File: src/rtl/sd_pkg.sv
// Shared sigma-delta definitions: decimator width rule, bit-to-sample mapping, common constants.
package sd_pkg;

  localparam int SAMPLE_POS = 1;
  localparam int SAMPLE_NEG = -1;

  localparam int SD_BW            = 16;
  localparam int SD_LOG2R_DEFAULT = 6;

  // Three integrators of a 1-bit stream grow by 3*log2(R) bits, plus sign and +/-1 input.
  function automatic int cic_width(input int log2r);
    return 3 * log2r + 2;
  endfunction

endpackage

File: src/rtl/sd_integ.sv
// W-bit registered modular accumulator with synchronous active-low clear.
// Latency 1 cycle; no backpressure, accumulates on every edge.
module sd_integ
  import sd_pkg::*;
#(
  parameter int W = cic_width(SD_LOG2R_DEFAULT)
) (
  input  logic         clk,
  input  logic         rst_n,
  input  logic [W-1:0] din,
  output logic [W-1:0] acc
);

  always_ff @(posedge clk) begin
    if (!rst_n) acc <= '0;
    else        acc <= acc + din;
  end

endmodule

File: src/rtl/sd_cic_decim.sv
// sinc3 decimator by R = 2**LOG2R turning a 1-bit sigma-delta stream into signed PCM.
// One word per R input bits; no stall, bs_in is consumed on every edge.
module sd_cic_decim
  import sd_pkg::*;
#(
  parameter int LOG2R = SD_LOG2R_DEFAULT,
  parameter int W     = cic_width(LOG2R)
) (
  input  logic                clk,
  input  logic                rst_n,
  input  logic                bs_in,
  output logic signed [W-1:0] pcm_out,
  output logic                pcm_valid
);

  logic [W-1:0]     x, i1, i2, i3, i3_nxt;
  logic [W-1:0]     d1, d2, d3, c1, c2, c3;
  logic [LOG2R-1:0] cnt;
  logic             strobe;

  assign x = bs_in ? W'(SAMPLE_POS) : W'(SAMPLE_NEG);

  sd_integ #(.W(W)) u_i1 (.clk(clk), .rst_n(rst_n), .din(x),  .acc(i1));
  sd_integ #(.W(W)) u_i2 (.clk(clk), .rst_n(rst_n), .din(i1), .acc(i2));
  sd_integ #(.W(W)) u_i3 (.clk(clk), .rst_n(rst_n), .din(i2), .acc(i3));

  // The comb taps i3 as it stands after this edge, so every frame covers exactly
  // R consumed bits including the strobe-edge bit (gives R**3 from the 3rd word on).
  assign i3_nxt = i3 + i2;
  assign c1     = i3_nxt - d1;
  assign c2     = c1 - d2;
  assign c3     = c2 - d3;
  assign strobe = &cnt;

  always_ff @(posedge clk) begin
    if (!rst_n) begin
      cnt       <= '0;
      d1        <= '0;
      d2        <= '0;
      d3        <= '0;
      pcm_out   <= '0;
      pcm_valid <= 1'b0;
    end else begin
      cnt       <= cnt + 1'b1;
      pcm_valid <= strobe;
      if (strobe) begin
        d1      <= i3_nxt;
        d2      <= c1;
        d3      <= c2;
        pcm_out <= $signed(c3);
      end
    end
  end

endmodule

File: config.mk
export PLATFORM = sky130hd
export DESIGN_NAME = sd_cic_decim
export DESIGN_NICKNAME = d
export VERILOG_FILES = /design/src/rtl/sd_pkg.sv /design/src/rtl/sd_integ.sv /design/src/rtl/sd_cic_decim.sv
export SDC_FILE = /design/constraint.sdc
export NUM_CORES = 1
export LEC_CHECK = 0
export CORE_MARGIN = 10
export CORE_UTILIZATION = 40
export DETAILED_ROUTE_END_ITERATION = 12
export PLACE_DENSITY_LB_ADDON = 0.12
export SETUP_SLACK_MARGIN = 0.3
export SYNTH_ARGS = -nofsm -noshare
export SYNTH_HDL_FRONTEND = slang
export SYNTH_SLANG_ARGS = --single-unit
File: constraint.sdc
create_clock -name clk -period 7.85 [get_ports clk]
set_input_delay 1.57 -clock clk [delete_from_list [all_inputs] [get_ports clk]]
set_output_delay 1.57 -clock clk [all_outputs]
set_load 0.05 [all_outputs]
# Word level (Yosys, flattened, before mapping)
# Cells that the tools add are included.
dict set report op_classes {
  n_addsub 7
  mux 1
  reduce_logical 1
}
# operator count
set op_table {}
lappend op_table {{$add 20x20->20} 3}
lappend op_table {{$sub 20x20->20} 3}
lappend op_table {{$mux 20} 1}
lappend op_table {{$add 6x1->6 const B} 1}
lappend op_table {{$reduce_and 6->1} 1}
dict set report totals {
  ff_bits 147
}

# Depth between registers and ports, before layout
dict set report depth {
  ltp_word 4
  ltp_mapped 30
}

# By module
# A second synthesis with hierarchy kept.
dict set report unflattened {
  hier_cells 1427
  area_unflattened_um2 11239.5
}
# module n_inst seq_area_each_um2 cells_per_inst area_each_um2
set modules_own_cells {}
lappend modules_own_cells {sd_cic_decim 1 1741.7 902 6739.0}
lappend modules_own_cells {sd_integ 3 400.4 175 1500.2}

# Worst setup path after synthesis
# No wires, ideal clock.
dict set report synth_path {
  path_type {flip-flop to flip-flop}
  startpoint {register u_i2.acc[0]}
  endpoint {register pcm_out[19]}
  stages_incl_launch_ff 29
  arrival_ps 5652
  setup_time_ps 70
  path_buffers 0
  required_time_ps 7780
  setup_slack_ps 2128
  synth_period_minus_slack_ps 5722
  path_cell_list {dfxtp_1 -> ha_1 -> inv_1 -> fa_1 -> nor2b_1 -> o21a_1 -> o21ai_0 -> a31oi_1 -> o31a_1 -> o41a_1 -> xnor2_1 -> inv_1 -> ha_1 -> o21a_1 -> a21oi_1 -> xnor2_1 -> ha_1 -> nand4_1 -> inv_1 -> and2_1 -> a2111oi_0 -> o21ai_0 -> xor2_1 -> ha_1 -> a21oi_1 -> o21ai_0 -> a21oi_1 -> xor3_1 -> a21oi_1}
}
dict set report synth_between {
  elab_chain_cells 4
}
# element line
set synth_rtl {}
lappend synth_rtl {{from (decl)} sd_integ.sv:11} ;# output logic [W-1:0] acc
lappend synth_rtl {{from (signal assigned)} sd_integ.sv:16} ;# else acc <= acc + din;
lappend synth_rtl {{$add 20x20->20} sd_cic_decim.sv:29} ;# assign i3_nxt = i3 + i2;
lappend synth_rtl {{via i3_nxt[12]} sd_cic_decim.sv:16} ;# logic [W-1:0] x, i1, i2, i3, i3_nxt;
lappend synth_rtl {{$sub 20x20->20} sd_cic_decim.sv:30} ;# assign c1 = i3_nxt - d1;
lappend synth_rtl {{via c1[14]} sd_cic_decim.sv:17} ;# logic [W-1:0] d1, d2, d3, c1, c2, c3;
lappend synth_rtl {{$sub 20x20->20} sd_cic_decim.sv:31} ;# assign c2 = c1 - d2;
lappend synth_rtl {{via c2[17]} sd_cic_decim.sv:17}
lappend synth_rtl {{$sub 20x20->20} sd_cic_decim.sv:32} ;# assign c3 = c2 - d3;
lappend synth_rtl {{to (signal assigned)} sd_cic_decim.sv:50} ;# pcm_out <= $signed(c3);
lappend synth_rtl {{to (decl)} sd_cic_decim.sv:12} ;# output logic signed [W-1:0] pcm_out,
# The timed path passes the listed nets, and every way through them passes these cells.
# A chain may end at the register's enable or synchronous reset.

# Worst setup path after layout
# Same ends and word-level chain as after synthesis.

==> metrics.cfg <==
[run_status]
outcome = completed

[logic_synthesis]
ys_warn_count = 0
seq_area_frac_synth_pct = 30.2
synth_fp_nets = 1347
avgSynthCellArea_sq_um = 7.96
ys_seq_elements = 147
ys_types = 60
synth_edf_count = 0
yosysMostFrequentCell = nand2_1
synthCells = 1224
syn_area_sq_mm = 0.00974
synthTopCellsByCount = 152 x nand2_1, 147 x dfxtp_1, 125 x a21oi_1, 114 x ha_1, 104 x nor2_1
synth_ff_type = dfxtp_1
synth_top_area_share_pct = 30.2
yosys.area.top_type = dfxtp_1
ys_async_sr_fraction_pct = 0
synthTopCellsByArea = dfxtp_1 30%, ha_1 15%, a21oi_1 6.4%

[floorplan]
num_rows = 57
dieArea_sq_mm = 0.0310
fp.dieH_um = 176
die_x_um = 176
start_util_pct = 40.4
core_area_sq_mm = 0.0241
pin_count = 24

[sta]
finClkSkew_ns = 0.0129
slew_viol_final = 0
period_share_pct = 82.0
fin_crit_ns = 6.44
setup_tns_ns = 0
fin_hold_ws_ns = 0.448
worst_pin_slew_ns = 0.777
fmax_ghz = 0.155
rsz0062_at_grt = false
hold_viol_final = 0
report.final.setup_viol = 0
relSlewSlack_pct = 48.2

[clock_network]
cts_buffer_depth = 2
clk_transition_reported_paths_ns = 0.07
cts_buffers = 17
ctsResizeCount = 0
cts_tree = done
cts.sinks = 147
cts_root_buffer = clkbuf_16
post_cts_buffers = 0
htreeDepth = 4
clock_latency_ns = 0.43
cts_hold_buf = 0

[worst_setup_path]
r2r_setup_slack_ns = 1.41
r2r-start = u_i2.acc[0]$_SDFF_PN0_
cp-end-kind = flip-flop
path_max_fanout = 4
required_ns = 8.21
max_stage_delay_ns = 0.57
crit_slowest_cell = a2111oi_0
reg2reg_to = pcm_out[19]$_SDFFE_PN0P_
cp.arrival_ns = 6.80
reg2regPathDepth = 28
critPathKind = flip-flop to flip-flop
start_kind = flip-flop

[cells_and_area]
fin_nets = 1358
final_layout_size_suffix_gt1_share_pct = 3.61
design_area_sq_mm = 0.0109
syn_to_final_growth_pct = 11.4
n_antenna_cell = 0
fillers = 2496

[global_route]
grt_max_degree = 71
grt_pass1_vias = 7682
groute.usage.overall_pct = 13.7
grt-ovfl-total = 0
antenna_found_initial = 0
grt_pass1_wl_mm = 36.1

[placed_design]
place_congestion = 0.838
dp.final_hpwl_mm = 14.4
port-buffer-count = 23
place_area_sq_mm = 0.0103

[worst_hold_path]
hold_path_class = flip-flop to flip-flop
min_to = cnt[0]$_SDFF_PN0_
whs_path_depth = 1
min-delay-start = cnt[0]$_SDFF_PN0_

[route]
drt_wl_total_mm = 20.4
dr.first_iter.drc_count = 470
vias_per_cell = 5.12
wl_per_cell_um = 13.0
vias = 8043
ant_nets = 0
firstDrtPassIters = 4
drc_errors = 0

[run]
drv_cap = 0

[worst max-delay path by stage]
stage                           startpoint                  endpoint
floorplan           u_i2.acc[0]$_SDFF_PN0_  pcm_out[19]$_SDFFE_PN0P_
global placement    u_i2.acc[0]$_SDFF_PN0_  pcm_out[19]$_SDFFE_PN0P_
detailed placement  u_i2.acc[0]$_SDFF_PN0_  pcm_out[19]$_SDFFE_PN0P_
CTS                 u_i2.acc[0]$_SDFF_PN0_  pcm_out[19]$_SDFFE_PN0P_
global route        u_i2.acc[0]$_SDFF_PN0_  pcm_out[19]$_SDFFE_PN0P_
finish              u_i2.acc[0]$_SDFF_PN0_  pcm_out[19]$_SDFFE_PN0P_
[cells by family (layout without fill, tap and decap cells)]
group,count (synthesis),count (layout),synth area share [%]
mux,6,6,0.617
flops,147,147,30.2
buf+inv,135,159,5.20
simple gates,418,418,19.7
xor+xnor,87,87,8.20
compound gates,311,311,20.2
fa+ha+maj,120,120,15.9
[worst max-delay path, delay by kind of cell (launching register included)]
kind / cells / cell delay (ns)
XOR/XNOR: 4 / 0.88
AO/OA/AOI/OAI: 13 / 3.24
flip-flops: 1 / 0.32
adder cells (fa/ha/maj): 5 / 1.39
AND/OR/NAND/NOR: 3 / 0.33
buffers and inverters: 3 / 0.21
[flip-flops by register name (all words and copies together), names as in the netlist]
signal and count:
pcm_out 20, d2 20, d1 20, pcm_valid 1
u_i3.acc 20, cnt 6, u_i1.acc 20, d3 20
u_i2.acc 20
[through the flow]
step / std cells / util, % / worst slack, ns
CTS: 1572 / 45.0 / 1.40
global route: 1572 / 45.0 / 0.547
detailed placement: 1540 / 42.7 / 1.48
floorplan: 1224 / - / 2.13
global placement: 1540 / 42.7 / 1.56
finish: 1572 / 45.0 / 1.41
[cell type report]
type / count / area, sq um / area share, %
inverters: 99 / 373 / 3.44
flip-flops and latches: 147 / 2940 / 27.1
clock inverters: 13 / 123 / 1.13
multi-input cells: 942 / 6300 / 58.1
clock buffers: 19 / 443 / 4.08
repair buffers: 28 / 263 / 2.42
well taps: 324 / 405 / 3.74
[routing by layer]
metal | wire (um) | share of wire, % | track usage (%) | vias up
met1 | 10600 | 52 | 18.3 | 3662
met2 | 9070 | 44 | 22.0 | 68
met5 | 0 | 0 | 0 | -
met3 | 435 | 2.1 | 2.16 | 22
li1 | - | - | - | 4291
met4 | 297 | 1.5 | 4.59 | 0
[placed cells by master, fill, tap and decap left out, drive strengths merged, types with 5 or more instances in the layout]
master	synthesis	final
nand4	12	12
fa	6	6
nand2b	8	8
clkdlybuf4s50	0	22
xnor2	60	60
a21o	34	34
clkbuf	28	19
mux2i	6	6
nor2b	17	17
or3	10	10
a211oi	16	16
ha	114	114
clkinv	1	9
a21oi	125	125
and3	9	9
o21bai	15	15
nand2	152	152
inv	98	101
o2bb2ai	5	5
nor3	32	32
o21ai	39	39
and2	26	26
xor2	25	25
dfxtp	147	147
o211ai	9	9
o21a	21	21
nor2	104	104
nand3	29	29
buf	8	6
a31oi	11	11
Power is left out: the tool's default activity adds up to more than one toggle a clock period on the data nets, which glitch-free logic cannot reach.
